[config.mk]
export PLATFORM = sky130hd
export DESIGN_NAME = audio_i2s_serializer
export DESIGN_NICKNAME = d
export VERILOG_FILES = /design/src/rtl/audio_i2s_serializer.sv
export SDC_FILE = /design/constraint.sdc
export NUM_CORES = 1
export LEC_CHECK = 0
export CAP_MARGIN = 10
export CORE_ASPECT_RATIO = 0.9
export CORE_UTILIZATION = 49
export DETAILED_ROUTE_END_ITERATION = 16
export GPL_TIMING_DRIVEN = 0
export PLACE_DENSITY = 0.79
export SLEW_MARGIN = 20
export SYNTH_ARGS = -nofsm -noshare
export SYNTH_HDL_FRONTEND = slang
export SYNTH_SLANG_ARGS = --single-unit
[constraint.sdc]
create_clock -name CLK -period 1.9 [get_ports CLK]
set_input_delay 0.285 -clock CLK [delete_from_list [all_inputs] [get_ports CLK]]
set_output_delay 0.285 -clock CLK [all_outputs]
set_load 0.01 [all_outputs]
[src/rtl/audio_i2s_serializer.sv]
// audio_i2s_serializer: multi-lane stereo serializer for I2S or left-justified DACs.
// Holds one buffered frame behind a ready/valid handshake. Generates BCLK/LRCLK
// and shifts each lane's samples out MSB first. Zeros go out on underrun or mute.
module audio_i2s_serializer #(
  parameter int BIT_WIDTH  = 16,
  parameter int SLOT_WIDTH = 16,
  parameter int LANES      = 1,
  parameter int MODE       = 0,
  parameter int BCLK_DIV   = 1
) (
  input  logic                         CLK,
  input  logic                         RESET_n,
  input  logic [LANES*BIT_WIDTH-1:0]   SAMPLE_L,
  input  logic [LANES*BIT_WIDTH-1:0]   SAMPLE_R,
  input  logic                         SAMPLE_VALID,
  output logic                         SAMPLE_READY,
  input  logic                         MUTE,
  output logic                         UNDERRUN,
  output logic                         DAC_BCLK,
  output logic                         DAC_LRCLK,
  output logic [LANES-1:0]             DAC_DIN
);

  localparam int FRAME_BITS = 2 * SLOT_WIDTH;
  localparam int CW = $clog2(FRAME_BITS);
  localparam int DW = (BCLK_DIV > 1) ? $clog2(BCLK_DIV) : 1;
  localparam logic [CW-1:0] LAST_BIT  = CW'(FRAME_BITS - 1);
  localparam logic [CW-1:0] SLOT_BITS = CW'(SLOT_WIDTH);
  localparam logic [DW-1:0] DIV_LAST  = DW'(BCLK_DIV - 1);

  // Reject unsupported configurations at elaboration time
  if (BIT_WIDTH > SLOT_WIDTH) begin : g_err_bit_width
    $error("BIT_WIDTH (%0d) must not exceed SLOT_WIDTH (%0d)", BIT_WIDTH, SLOT_WIDTH);
  end
  if (SLOT_WIDTH != 16 && SLOT_WIDTH != 24 && SLOT_WIDTH != 32) begin : g_err_slot_width
    $error("SLOT_WIDTH must be 16, 24 or 32");
  end
  if (LANES < 1 || LANES > 4) begin : g_err_lanes
    $error("LANES must be in 1..4");
  end
  if (MODE != 0 && MODE != 1) begin : g_err_mode
    $error("MODE must be 0 (I2S) or 1 (left-justified)");
  end
  if (BCLK_DIV < 1) begin : g_err_div
    $error("BCLK_DIV must be >= 1");
  end

  logic [DW-1:0]              div_reg;
  logic                       bclk_reg;
  logic [CW-1:0]              count_reg;
  logic                       full_reg;
  logic                       underrun_reg;
  logic [LANES*BIT_WIDTH-1:0] buf_l_reg;
  logic [LANES*BIT_WIDTH-1:0] buf_r_reg;

  logic div_wrap;
  logic bclk_fall;
  logic frame_start;
  logic accept;
  logic load_data;

  assign div_wrap    = (div_reg == DIV_LAST);
  assign bclk_fall   = div_wrap && bclk_reg;
  assign frame_start = bclk_fall && (count_reg == LAST_BIT);
  assign accept      = SAMPLE_VALID && !full_reg;
  // Real samples go out only when a frame was buffered and mute is off
  assign load_data   = full_reg && !MUTE;

  assign DAC_BCLK     = bclk_reg;
  assign DAC_LRCLK    = (count_reg >= SLOT_BITS);
  assign SAMPLE_READY = !full_reg;
  assign UNDERRUN     = underrun_reg;

  // Bit-clock divider: toggle BCLK each time the half-period counter wraps
  always_ff @(posedge CLK or negedge RESET_n) begin
    if (!RESET_n) begin
      div_reg  <= '0;
      bclk_reg <= 1'b0;
    end else if (div_wrap) begin
      div_reg  <= '0;
      bclk_reg <= !bclk_reg;
    end else begin
      div_reg  <= div_reg + DW'(1);
    end
  end

  // Bit position within the frame; reset value makes the first falling edge a frame start
  always_ff @(posedge CLK or negedge RESET_n) begin
    if (!RESET_n) begin
      count_reg <= LAST_BIT;
    end else if (bclk_fall) begin
      count_reg <= (count_reg == LAST_BIT) ? '0 : count_reg + CW'(1);
    end
  end

  // One-frame buffer: fill on accept, drain at frame start, flag empty frame starts
  always_ff @(posedge CLK or negedge RESET_n) begin
    if (!RESET_n) begin
      full_reg     <= 1'b0;
      underrun_reg <= 1'b0;
      buf_l_reg    <= '0;
      buf_r_reg    <= '0;
    end else begin
      underrun_reg <= frame_start && !full_reg;
      if (frame_start && full_reg) begin
        full_reg <= 1'b0;
      end else if (accept) begin
        full_reg  <= 1'b1;
        buf_l_reg <= SAMPLE_L;
        buf_r_reg <= SAMPLE_R;
      end
    end
  end

  for (genvar gi = 0; gi < LANES; gi++) begin : g_lane
    logic [BIT_WIDTH-1:0]  lane_l;
    logic [BIT_WIDTH-1:0]  lane_r;
    logic [SLOT_WIDTH-1:0] slot_l;
    logic [SLOT_WIDTH-1:0] slot_r;
    logic [FRAME_BITS-1:0] shift_reg;

    assign lane_l = buf_l_reg[gi*BIT_WIDTH +: BIT_WIDTH];
    assign lane_r = buf_r_reg[gi*BIT_WIDTH +: BIT_WIDTH];
    // Sample sits MSB-aligned in its slot, padded with trailing zeros
    assign slot_l = SLOT_WIDTH'(lane_l) << (SLOT_WIDTH - BIT_WIDTH);
    assign slot_r = SLOT_WIDTH'(lane_r) << (SLOT_WIDTH - BIT_WIDTH);

    // Frame shifter: load at frame start, otherwise shift one bit per BCLK falling edge
    always_ff @(posedge CLK or negedge RESET_n) begin
      if (!RESET_n) begin
        shift_reg <= '0;
      end else if (frame_start) begin
        shift_reg <= load_data ? {slot_l, slot_r} : '0;
      end else if (bclk_fall) begin
        shift_reg <= {shift_reg[FRAME_BITS-2:0], 1'b0};
      end
    end

    if (MODE == 1) begin : g_lj
      assign DAC_DIN[gi] = shift_reg[FRAME_BITS-1];
    end else begin : g_i2s
      logic dly_reg;

      // I2S delay: emit each bit one BCLK after it reaches the shifter MSB
      always_ff @(posedge CLK or negedge RESET_n) begin
        if (!RESET_n) begin
          dly_reg <= 1'b0;
        end else if (bclk_fall) begin
          dly_reg <= shift_reg[FRAME_BITS-1];
        end
      end

      assign DAC_DIN[gi] = dly_reg;
    end
  end

endmodule

======== Word level (Yosys, flattened, before mapping) ========
Index checks and enable logic that the tools add are counted.
word-level totals
  bits in registers ....................... 74
  bits of input ports ..................... 36
  output and inout port bits .............. 5
  word-level logic and storage cells ...... 34
operators by class
  add/subtract/negate cells ............... 2
  $lt $le $gt $ge ......................... 1
  equality and inequality tests ........... 1
  mux-type cells .......................... 7
  bitwise operators ....................... 2
  reductions and logical operators ........ 12
operators by type and width
  cell                                         number
  2-to-1 mux 32 bit                            3
  logical AND 1 bit                            6
  adder 5 x 1 -> 5 bit, second input constant  1
  == test 5 bit, second input constant         1
  >= comparator 5 bit, second input constant   1
  2-to-1 mux 5 bit                             1
  nonzero test 2 bit                           2
  zero test 1 bit                              3
  2-to-1 mux 1 bit                             3
  NOT 1 bit                                    2
  AND reduction 2 bit                          1
  adder 1 bit, second input constant           1

======== Longest topological paths before layout ========
Gate-level depths: netlist of the first run.
  word-level depth ........................ 6
  gate-level depth with buffers ........... 9
  mapped depth without buffers ............ 6

======== Least setup slack after synthesis of the first run ========
OpenSTA, ideal clock, no wires.
  kind .................................... register to register
  start point ............................. register count_reg[0]
  end point ............................... register g_lane[0].shift_reg[10]
  library setup time ...................... 0.126 ns
  arrival ................................. 1.764 ns
  required time ........................... 1.774 ns
  slack ................................... 0.010 ns
  stages on the path, launching flop included .. 9
  buffers on the path ..................... 3
  path through ............................ dfstp_2 -> ha_1 -> and3_1 -> ha_1 -> buf_6 -> and4b_1 -> buf_6 -> buf_6 -> a221o_1
on the way
  word-level cells in the longest chain between the ends .. 3
ends and longest elaborated chain
  what                                                            RTL line  text
  start, declared                                                 50        logic [CW-1:0] count_reg;
  start signal, assigned                                          92        count_reg <= (count_reg == LAST_BIT) ? '0 : count_reg + CW'(1);
  == test 5 bit *                                                 64        assign frame_start = bclk_fall && (count_reg == LAST_BIT);
  logical AND 1 bit *                                             64
  2-to-1 mux 32 bit / nonzero test 2 bit (equally long branches)  -
  end signal, assigned                                            133       shift_reg <= load_data ? {slot_l, slot_r} : '0;
  end signal, assigned                                            135       shift_reg <= {shift_reg[FRAME_BITS-2:0], 1'b0};
  end, declared                                                   120       logic [FRAME_BITS-1:0] shift_reg;
Mark *: on every way between the ends. The rest lies on a longest branch, timed or not.
A chain may end at the register's enable or synchronous reset.

======== Worst setup path after layout of the first run ========
  start point ............................. register count_reg[0]
  end point ............................... register g_lane[0].shift_reg[23]
The elaborated chain is that of the path after synthesis.

==> metrics.txt, run 1 <==
# TYPE chip_impl_metric gauge
chip_impl_metric{name="grt_pass1_vias",unit=""} 2218
chip_impl_metric{name="worst_pin_slew",unit="ps"} 621
chip_impl_metric{name="die_width",unit="microns"} 85.9
chip_impl_metric{name="cp_data_arrival_time",unit="ps"} 2170
chip_impl_info{name="most_used_flip_flop_cell_after_synthesis",value="sky130_fd_sc_hd__dfrtp_1"} 1
chip_impl_metric{name="final.min_clock_period",unit="ps"} 1890
chip_impl_metric{name="grt_first_pass_wirelength",unit="microns"} 10500
chip_impl_metric{name="routabilityCongestion",unit=""} 0.726
chip_impl_info{name="timing.hold.worst.class",value="in2async"} 1
chip_impl_metric{name="worst_skew_pair.late_latency",unit="ps"} 360
chip_impl_info{name="tritoncts",value="done"} 1
chip_impl_metric{name="switching_share",unit="%"} 24.1
chip_impl_metric{name="cp.required",unit="ps"} 2180
chip_impl_metric{name="post_detailed_route_drc_marker_count",unit=""} 0
chip_impl_metric{name="synth.net_count",unit=""} 306
chip_impl_info{name="post_synth_main_area_contributors",value="sky130_fd_sc_hd__dfrtp_1 (55%), sky130_fd_sc_hd__mux2_2 (12%), sky130_fd_sc_hd__a21oi_1 (6.3%), sky130_fd_sc_hd__dfstp_2 (4.2%), sky130_fd_sc_hd__nor2b_1 (4.2%)"} 1
chip_impl_metric{name="diodes_inserted",unit=""} 0
chip_impl_info{name="setup.worst_path.end_class",value="register"} 1
chip_impl_info{name="clock_tree.root_cell",value="sky130_fd_sc_hd__clkbuf_8"} 1
chip_impl_metric{name="report.final.hold_viol_count",unit=""} 0
chip_impl_metric{name="worstRegToRegCells",unit=""} 8
chip_impl_metric{name="vdd_ir_drop_max",unit="mV"} 0.525
chip_impl_metric{name="total_switching_power",unit="uW"} 837
chip_impl_metric{name="average_size_of_a_mapped_cell",unit="sq um"} 11.6
chip_impl_metric{name="grt_max_degree",unit=""} 38
chip_impl_metric{name="detailedPlacementHpwl",unit="microns"} 3870
chip_impl_metric{name="finalClockSkew",unit="ps"} 10.3
chip_impl_metric{name="cts-htree-levels",unit=""} 3
chip_impl_metric{name="drt-vias-per-instance",unit=""} 5.26
chip_impl_metric{name="drt-pass1-iter-count",unit=""} 4
chip_impl_metric{name="layout-drive-gt1-share",unit="%"} 29.0
chip_impl_metric{name="netlist_area",unit="sq um"} 3100
chip_impl_metric{name="num_io_pins",unit=""} 41
chip_impl_metric{name="internal_power",unit="mW"} 2.64
chip_impl_metric{name="maxCapViolCount",unit=""} 0
chip_impl_metric{name="cts_inserted_buffers",unit=""} 9
chip_impl_metric{name="clk_path_buf_depth",unit=""} 2
chip_impl_metric{name="ant_nets",unit=""} 0
chip_impl_info{name="rr_startpoint",value="count_reg[0]"} 1
chip_impl_metric{name="power.share.sequential",unit="%"} 57.1
chip_impl_info{name="mostFrequentLayoutCells",value="sky130_fd_sc_hd__dfrtp_1 (68), sky130_fd_sc_hd__clkdlybuf4s50_1 (38), sky130_fd_sc_hd__mux2_2 (34)"} 1
chip_impl_metric{name="num_rows",unit=""} 27
chip_impl_metric{name="comb_power_share",unit="%"} 11.4
chip_impl_info{name="rsz0062_at_grt",value="yes"} 1
chip_impl_metric{name="power.leakage",unit="nW"} 1.84
chip_impl_metric{name="die_h",unit="microns"} 77.5
chip_impl_metric{name="finalWirelength",unit="microns"} 6370
chip_impl_metric{name="yosys_warnings",unit=""} 0
chip_impl_metric{name="worst_path_max_fanout",unit=""} 7
chip_impl_metric{name="io_buffer_count",unit=""} 40
chip_impl_metric{name="maxSlewViolCount",unit=""} 0
chip_impl_metric{name="clock_sink_count",unit=""} 73
chip_impl_metric{name="dieArea",unit="sq um"} 6650
chip_impl_metric{name="largest_reg_flops",unit=""} 32
chip_impl_metric{name="path_clk_slew",unit="ps"} 70
chip_impl_metric{name="async_flop_share",unit="%"} 100
chip_impl_info{name="post-synth-top-area-cell",value="sky130_fd_sc_hd__dfrtp_1"} 1
chip_impl_metric{name="synth_edf_count",unit=""} 0
chip_impl_metric{name="utilization",unit="%"} 66.5
chip_impl_metric{name="period_share",unit="%"} 99.6
chip_impl_metric{name="power_density",unit="nW/um^2"} 855
chip_impl_metric{name="core-area",unit="sq um"} 6110
chip_impl_metric{name="area.growth.synth_to_final",unit="%"} 31.0
chip_impl_info{name="mostFrequentLayoutCell",value="sky130_fd_sc_hd__dfrtp_1"} 1
chip_impl_metric{name="grt_antenna_before_repair",unit=""} 0
chip_impl_metric{name="grt-ovfl-total",unit=""} 0
chip_impl_metric{name="worst_slew_margin_relative_to_its_limit",unit="%"} 58.6
chip_impl_info{name="crit_type",value="reg2reg"} 1
chip_impl_metric{name="first_iter_violations",unit=""} 120
chip_impl_metric{name="final-setup-viol-count",unit=""} 0
chip_impl_metric{name="synth_sequential_area_ratio",unit="%"} 59.1
chip_impl_metric{name="final_net_count",unit=""} 368
chip_impl_metric{name="post_synth_num_cell_types",unit=""} 27
chip_impl_metric{name="yosys.area.top_type_share",unit="%"} 54.9
chip_impl_info{name="r2r-end",value="g_lane[0].shift_reg[23]"} 1
chip_impl_metric{name="syn_inst",unit=""} 267
chip_impl_metric{name="fmax",unit="MHz"} 529
chip_impl_metric{name="grt_usage",unit="%"} 20.9
chip_impl_metric{name="ys_ff_latch",unit=""} 73
chip_impl_info{name="status",value="finished, final reports clean"} 1
chip_impl_metric{name="start_util",unit="%"} 50.7
chip_impl_metric{name="wl_per_cell",unit="microns"} 15.1
chip_impl_metric{name="reg2reg_slack",unit="ps"} 8
chip_impl_metric{name="pwr-share-clk",unit="%"} 31.5
chip_impl_metric{name="setup_total_negative_slack",unit="ps"} 0
chip_impl_info{name="cp-start-kind",value="register"} 1
chip_impl_metric{name="via_count",unit=""} 2215
==> cells in the mapped netlist (2+ instances only) <==
cell,instances
sky130_fd_sc_hd__mux2_2,34
sky130_fd_sc_hd__inv_1,5
sky130_fd_sc_hd__o21ai_0,4
sky130_fd_sc_hd__dfstp_2,5
sky130_fd_sc_hd__dfrtp_1,68
sky130_fd_sc_hd__a221o_1,10
sky130_fd_sc_hd__buf_4,2
sky130_fd_sc_hd__nor2b_1,21
sky130_fd_sc_hd__ha_1,3
sky130_fd_sc_hd__clkbuf_1,8
sky130_fd_sc_hd__nor2_1,31
sky130_fd_sc_hd__buf_6,4
sky130_fd_sc_hd__a21oi_1,39
sky130_fd_sc_hd__buf_2,5
sky130_fd_sc_hd__buf_1,2
sky130_fd_sc_hd__nand2_1,15
==> critical path, cell delays in order (launching register included) <==
cell	delay, ps
sky130_fd_sc_hd__dfstp_2	570
sky130_fd_sc_hd__ha_4	160
sky130_fd_sc_hd__and3_4	200
sky130_fd_sc_hd__ha_4	130
sky130_fd_sc_hd__and4b_1	200
sky130_fd_sc_hd__buf_6	190
sky130_fd_sc_hd__clkbuf_16	170
sky130_fd_sc_hd__a21oi_1	60
sky130_fd_sc_hd__a21oi_1	120
==> worst max-delay path by stage <==
| stage | to | start | cells past startpoint | slack, ps |
|---|---|---|---|---|
| floorplan | g_lane[0].shift_reg[10] | count_reg[0] | 8 | 10 |
| global placement | buf_l_reg[10] | RESET_n | 1 | -1920 |
| detailed placement | g_lane[0].shift_reg[1] | count_reg[0] | 7 | -150 |
| CTS | g_lane[0].shift_reg[4] | count_reg[1] | 8 | 10 |
| global route | g_lane[0].shift_reg[23] | count_reg[0] | 8 | -40 |
| finish | g_lane[0].shift_reg[23] | count_reg[0] | 8 | 8 |
==> stage by stage <==
| step | worst slack, ps | std cells | area (sq um) | hold slack [ps] | total power, mW |
|---|---|---|---|---|---|
| final | 8.43 | 421 | 4060 | 433 | 3.48 |
| after global routing | -37.6 | 421 | 4060 | 453 | 3.64 |
| after CTS | 12.6 | 419 | 3950 | 434 | 3.49 |
| after detailed placement | -153 | 395 | 3630 | 276 | 2.40 |
| after global placement | -1920 | 394 | 3610 | 466 | 2.36 |
| after floorplan | 10.1 | 267 | 3100 | -10.6 | 2.20 |
==> metal layers <==
layer | GRT usage, % | part of all wire [%] | vias to the layer above | routed length, microns
met5 | 0 | 0 | - | 0
met1 | 28.1 | 46 | 1106 | 2920
li1 | - | - | 1042 | -
met3 | 7.13 | 4.5 | 16 | 289
met2 | 31.0 | 47 | 51 | 3010
met4 | 9.00 | 2.4 | 0 | 154
==> cell type report <==
cell class                      instances  area, sq um
Inverter                                5         18.8
Fill cell                             464         2050
Multi-Input combinational cell        168         1230
Timing Repair Buffer                   52          561
Clock inverter                          3         15.0
Clock buffer                           13          159
Sequential cell                        73         1830
Buffer                                 20          141
Tap cell                               87          109
==> logic make-up (layout without fill, tap and decap cells) <==
kind of cell    after synthesis  after routing  share of synthesized area [%]
simple gates                 72             72                           10.9
flops                        73             73                           59.1
buf+inv                      26             93                           4.56
compound gates               58             58                           11.5
fa+ha+maj                     3              3                           1.21
mux                          35             35                           12.7
==> what timing repair did <==
item                                    CTS  global route
buffers inserted                          6             1
pin swaps                                10            12
resized for setup                        17            18
hold buffers                              1             0
endpoints found under the hold margin    31             0
endpoints found under the setup margin   35            30
cloned                                    1             2
==> power by group through the flow <==
stage                     combinational (mW)  clock (mW)  sequential, mW
final                                  0.396        1.10            1.98
after global routing                   0.445        1.19            2.01
after CTS                              0.403        1.12            1.97
after detailed placement               0.400           0            2.00
after global placement                 0.378           0            1.99
after floorplan                        0.260           0            1.94
Note: power is estimated with default switching activity, not from simulation.
==> run 2, diff against run 1 <==
- HOLD_SLACK_MARGIN: default -> 0.02
==> results of run 2 <==
Same layout as run 1: the final DEF is identical, and so are final timing and power.
==> run 3, diff against run 2 <==
- CORE_UTILIZATION: 49 -> 54
- PLACE_DENSITY: 0.79 -> 0.82
- clock period: 1.9 -> 2.15 ns (I/O delays scaled with it)
==> run 3 against run 2 <==
Effect of this change: critical endpoint is now g_lane[0].shift_reg[24]; total power fell by 14%; core utilization rose by 3.7 points; die area fell by 9.0%; via count fell by 4.0%; routed wire length fell by 7.2%; clock-buffer cell count fell by 1; worst setup slack improved by 120 ps; combinational power fell by 12%; flip-flop and latch count did not move.
==> metrics.txt, run 3 (synthesis gave the netlist of run 1 again) <==
# TYPE chip_impl_metric gauge
chip_impl_info{name="status",value="finished, final reports clean"} 1
chip_impl_info{name="crit_type",value="reg2reg"} 1
chip_impl_metric{name="cts_setup_buffers",unit=""} 0
chip_impl_info{name="top_layer",value="met4"} 1
chip_impl_metric{name="drt-pass1-iter-count",unit=""} 5
chip_impl_info{name="mostFrequentLayoutCell",value="sky130_fd_sc_hd__dfrtp_1"} 1
chip_impl_info{name="critical_path.cell_chain",value="ha_2 -> and3_1 -> ha_1 -> buf_6 -> and4b_1 -> buf_6 -> buf_6 -> a21oi_1 -> a21oi_1"} 1
chip_impl_metric{name="largest_reg_flops",unit=""} 32
chip_impl_metric{name="cts-htree-levels",unit=""} 3
chip_impl_metric{name="grt_pass1_vias",unit=""} 2133
chip_impl_metric{name="maxSlewViolCount",unit=""} 0
chip_impl_info{name="mostFrequentLayoutCells",value="sky130_fd_sc_hd__dfrtp_1 (68), sky130_fd_sc_hd__a21oi_1 (39), sky130_fd_sc_hd__clkdlybuf4s50_1 (39)"} 1
chip_impl_metric{name="power.leakage",unit="nW"} 1.75
chip_impl_metric{name="core-area",unit="sq um"} 5380
chip_impl_metric{name="vdd_ir_drop_max",unit="mV"} 0.571
chip_impl_metric{name="grt_usage",unit="%"} 23.2
chip_impl_info{name="timing.hold.worst.class",value="in2async"} 1
chip_impl_metric{name="first_iter_violations",unit=""} 82
chip_impl_metric{name="area.growth.synth_to_final",unit="%"} 21.8
chip_impl_metric{name="dieArea",unit="sq um"} 6050
chip_impl_metric{name="die_h",unit="microns"} 73.9
chip_impl_metric{name="period_share",unit="%"} 93.9
chip_impl_metric{name="cts_inserted_buffers",unit=""} 9
chip_impl_info{name="setup.worst_path.end_class",value="register"} 1
chip_impl_metric{name="post_detailed_route_drc_marker_count",unit=""} 0
chip_impl_info{name="cp-start-kind",value="register"} 1
chip_impl_metric{name="grt_first_pass_wirelength",unit="microns"} 10100
chip_impl_metric{name="max_stage_delay",unit="ps"} 560
chip_impl_metric{name="worstRegToRegCells",unit=""} 9
chip_impl_metric{name="path_clk_slew",unit="ps"} 70
chip_impl_metric{name="diodes_inserted",unit=""} 0
chip_impl_metric{name="worst_skew_pair.late_latency",unit="ps"} 340
chip_impl_metric{name="ant_nets",unit=""} 0
chip_impl_metric{name="wl_per_cell",unit="microns"} 15.2
chip_impl_metric{name="power_density",unit="nW/um^2"} 787
chip_impl_metric{name="finalWirelength",unit="microns"} 5910
chip_impl_metric{name="clock_sink_count",unit=""} 73
chip_impl_metric{name="routed-wl-met3",unit="microns"} 289
chip_impl_metric{name="start_util",unit="%"} 57.7
chip_impl_metric{name="grt_max_degree",unit=""} 42
chip_impl_metric{name="grt-ovfl-total",unit=""} 0
chip_impl_metric{name="worst_path_max_fanout",unit=""} 10
chip_impl_metric{name="wl_met1",unit="microns"} 2670
chip_impl_metric{name="final-setup-viol-count",unit=""} 0
chip_impl_metric{name="num_io_pins",unit=""} 41
chip_impl_metric{name="cp.required",unit="ps"} 2410
chip_impl_metric{name="placement_cell_area",unit="sq um"} 3600
chip_impl_metric{name="die_width",unit="microns"} 81.9
chip_impl_metric{name="fmax",unit="MHz"} 495
chip_impl_metric{name="io_buffer_count",unit=""} 40
chip_impl_metric{name="grt_antenna_before_repair",unit=""} 0
chip_impl_metric{name="final.min_clock_period",unit="ps"} 2020
chip_impl_metric{name="final_net_count",unit=""} 359
chip_impl_metric{name="num_rows",unit=""} 25
chip_impl_info{name="slowest_cell_on_the_critical_path",value="sky130_fd_sc_hd__dfstp_2"} 1
chip_impl_metric{name="cp_data_arrival_time",unit="ps"} 2280
chip_impl_info{name="tritoncts",value="done"} 1
chip_impl_metric{name="finalPower",unit="mW"} 2.97
chip_impl_metric{name="drt-vias-per-instance",unit=""} 5.47
chip_impl_metric{name="via_count",unit=""} 2127
chip_impl_info{name="clock_tree.root_cell",value="sky130_fd_sc_hd__clkbuf_8"} 1
chip_impl_metric{name="detailedPlacementHpwl",unit="microns"} 4060
chip_impl_metric{name="report.final.hold_viol_count",unit=""} 0
chip_impl_metric{name="finalClockSkew",unit="ps"} 7.07
chip_impl_metric{name="routabilityCongestion",unit=""} 0.740
chip_impl_metric{name="maxCapViolCount",unit=""} 0
chip_impl_metric{name="finish.instance_area",unit="sq um"} 3780
chip_impl_metric{name="worst_pin_slew",unit="ps"} 478
chip_impl_info{name="rsz0062_at_grt",value="no"} 1
chip_impl_metric{name="clk_path_buf_depth",unit=""} 2
chip_impl_metric{name="layout-drive-gt1-share",unit="%"} 20.8
chip_impl_metric{name="met2_wirelength",unit="microns"} 2900
chip_impl_metric{name="worst_slew_margin_relative_to_its_limit",unit="%"} 68.1
chip_impl_info{name="crit_top_cell",value="sky130_fd_sc_hd__buf_6"} 1
run 3: cell types whose count changed in the layout (fill, tap and decap cells not counted), sizes merged:
| cell | before | now |
|---|---|---|
| buf | 22 | 15 |
| clkbuf | 23 | 20 |
| clkinv | 3 | 1 |
| clkdlybuf4s50 | 38 | 39 |
| dlymetal6s2s | 1 | 0 |
run 3: path summary, 6_finish.rpt:
| path | start | end | slack [ps] |
|---|---|---|---|
| worst max-delay path | count_reg[0] | g_lane[0].shift_reg[24] | 130 |
| worst min-delay path | RESET_n | buf_r_reg[13] | 460 |
| worst max register to register | count_reg[0] | g_lane[0].shift_reg[24] | 130 |
| worst min register to register | count_reg[2] | count_reg[2] | 500 |
| max in group asynchronous | RESET_n | count_reg[0] | 1080 |
| min in group CLK | count_reg[2] | count_reg[2] | 500 |
run 3: per-layer routing:
metal | global-route usage [%] | vias to the layer above
met5 | 0 | -
met4 | 7.99 | 0
met3 | 9.07 | 6
met2 | 36.3 | 53
met1 | 29.5 | 1046
li1 | - | 1022
run 3: stage by stage:
step	TNS, ps	util (%)	instances	hold slack, ps	setup slack (ps)
floorplan	0	-	267	26.9	260
global placement	-118410	66.7	374	480	-1680
detailed placement	0	67.0	375	295	113
CTS	0	70.0	389	462	97.5
global route	0	70.2	389	482	6.10
finish	0	70.2	389	458	131
run 3: worst max-delay path: cells and delay by family (launching register included):
kind                     cells  cell delay (ps)
AND/OR/NAND/NOR              2              360
buffers and inverters        3              420
AO/OA/AOI/OAI                2              260
flip-flops                   1              560
adder cells (fa/ha/maj)      2              340
run 3: where the power goes:
part           switching [mW]  internal, mW
logic                   0.102         0.245
clock network           0.455         0.430
registers               0.132          1.61
run 3: layout make-up:
class	instances	area (sq um)
multi-input combinational	168	1130
tap	67	83.8
clock inverter	1	5.00
inverter	5	18.8
sequential	73	1830
timing repair buffer	42	428
clock buffer	12	145
fill	403	1600
buffer	21	134
run 3: repair_timing:
| item | 4_1_cts | 5_1_grt |
|---|---|---|
| resized for setup | 0 | 9 |
| hold buffers | 1 | 0 |
| hold endpoints to repair | 32 | 0 |
| endpoints found under the setup margin | 0 | 23 |
==> RTL change (flow settings as in run 2) <==
`MODE`: 0 -> 1.
--- a/src/rtl/audio_i2s_serializer.sv
+++ b/src/rtl/audio_i2s_serializer.sv
@@ -5,7 +5,7 @@
   parameter int BIT_WIDTH  = 16,
   parameter int SLOT_WIDTH = 16,
   parameter int LANES      = 1,
-  parameter int MODE       = 0,
+  parameter int MODE       = 1,
   parameter int BCLK_DIV   = 1
 ) (
   input  logic                         CLK,
Function: changed (Yosys sat finds a counterexample within 4 cycles, from zero or initial values and one cycle with RESET_n low).
==> RTL change against run 2 <==
  * The run now ends with design-rule violations left
  * Non-clock buffer count shrank 2
  * Wire length shrank 1.5%
  * Final area shrank 3.9%
  * Worst setup slack gained 0.020 ns
  * Highest routed layer unchanged
  * Sequential cell count shrank 1
  * Total power grew 6.8%
  * Critical endpoint unchanged
  * Area after synthesis shrank 2.5%
  * Cell count shrank 9.5%
==> RTL change: results (changes against run 2) <==
stage	metric	value	unit	change
status	outcome	finished, violations left		was complete, no violations
status	violations	design-rule violations		
synth	synth_seq_area_share	59.8	%	was 59.1%
power_and_ir_drop	p_seq_share	52.3	%	was 57.1%
global_routing	grt.total_usage	21.2	%	was 20.9%
cells_and_area	fill_cells	427		was 464
power_and_ir_drop	switching_power	828	uW	was 837 uW
synth	postSynthAreaPerCell	12.3	um2	was 11.6 um2
route	first_pass_iters	12		was 4
route	drt-wirelength-per-cell	16.5	um	was 15.1 um
global_routing	grt_pass1_vias	2200		was 2218
power_and_ir_drop	vdd.ir_drop.worst	0.000539	V	was 0.000525 V
cells_and_area	sh_seq_area	46.3	%	was 45.1%
worst_setup_path	critPathMaxFanout	10		was 7
clock_tree	cts_setup_buffers	7		was 6
power_and_ir_drop	p_int	2880	uW	was 2640 uW
route	drc	3		was 0
cells_and_area	drive_above_1_share	14.5	%	was 29.0%
synth	synth.top_cells.by_area	dfrtp_1 (55%), mux2_1 (12%), a221o_1 (9.6%)		was dfrtp_1 (55%), mux2_2 (12%), a21oi_1 (6.3%)
cells_and_area	fin_nets	345		was 368
worst_setup_path	cp.arrival	2.11	ns	was 2.17 ns
cells_and_area	buf_share	16.8	%	was 17.3%
power_and_ir_drop	pg_clk	1440	uW	was 1100 uW
global_routing	grt_pass1_wl	10400	um	was 10500 um
cells_and_area	multi_input_cells	148		was 168
cells_and_area	clkbuf_count	10		was 13
synth	syn-num-nets	285		was 306
timing	finalClockSkew	0.00718	ns	was 0.0103 ns
route	vias	2092		was 2215
cells_and_area	signal_buffers	70		was 72
place	pre_cts_slack	-0.191	ns	was -0.153 ns
place	place_area	3540	um2	was 3630 um2
synth	synthDistinctLibCells	26		was 27
place	gp_congestion	0.790		was 0.726
worst_setup_path	cp-startpoint	count_reg[1]		was count_reg[0]
cells_and_area	seq_cell_count	72		was 73
timing	whs	0.318	ns	was 0.433 ns
synth	synthTopCellsByCount	dfrtp_1 (67), nand2_1 (34), mux2_1 (33), nor2_1 (31), a221o_1 (29)		was dfrtp_1 (68), a21oi_1 (39), mux2_2 (34), nor2_1 (31), nor2b_1 (21)
cells_and_area	multi_input_area	1100	um2	was 1230 um2
worst_setup_path	reg2reg_slack	0.03	ns	was 0.008 ns
route	vias_per_cell	5.49		was 5.26
place	dp_cells	357		was 395
timing	finalCritPeriodShare	98.5	%	was 99.6%
place	dpl.hpwl	3960	um	was 3870 um
[RTL change: changes by cell type after synthesis, sizes merged]
cell          run 2  this run
a21oi            39         1
a221o            10        29
nand2            15        34
nor2b            21         2
dfrtp            68        67
mux2             34        33
[RTL change: critical path: stages, from the launching register on]
cell and delay, ns:
dfstp_2 0.39, ha_4 0.15, and3_4 0.15, ha_4 0.15, buf_6 0.11, and4b_1 0.19, buf_6 0.15, buf_6 0.14
a221o_1 0.32
[RTL change: layer usage]
layer | part of all wire, % | GRT usage, % | routed length [um]
met1 | 44 | 25.6 | 2760
met2 | 50 | 35.9 | 3140
met3 | 5.3 | 8.56 | 331
met4 | 0.68 | 4.58 | 43
met5 | 0 | 0 | 0
[RTL change: cell families (layout without fill, tap and decap cells)]
family	count (synthesis)	in the layout	share of synthesized area (%)
DFF	72	72	59.8
muxes	34	34	12.6
buffers and inverters	26	91	4.88
adders and majority gates	3	3	1.24
and+or+nand+nor	72	72	9.64
AOI/OAI and AO/OA	39	39	11.8
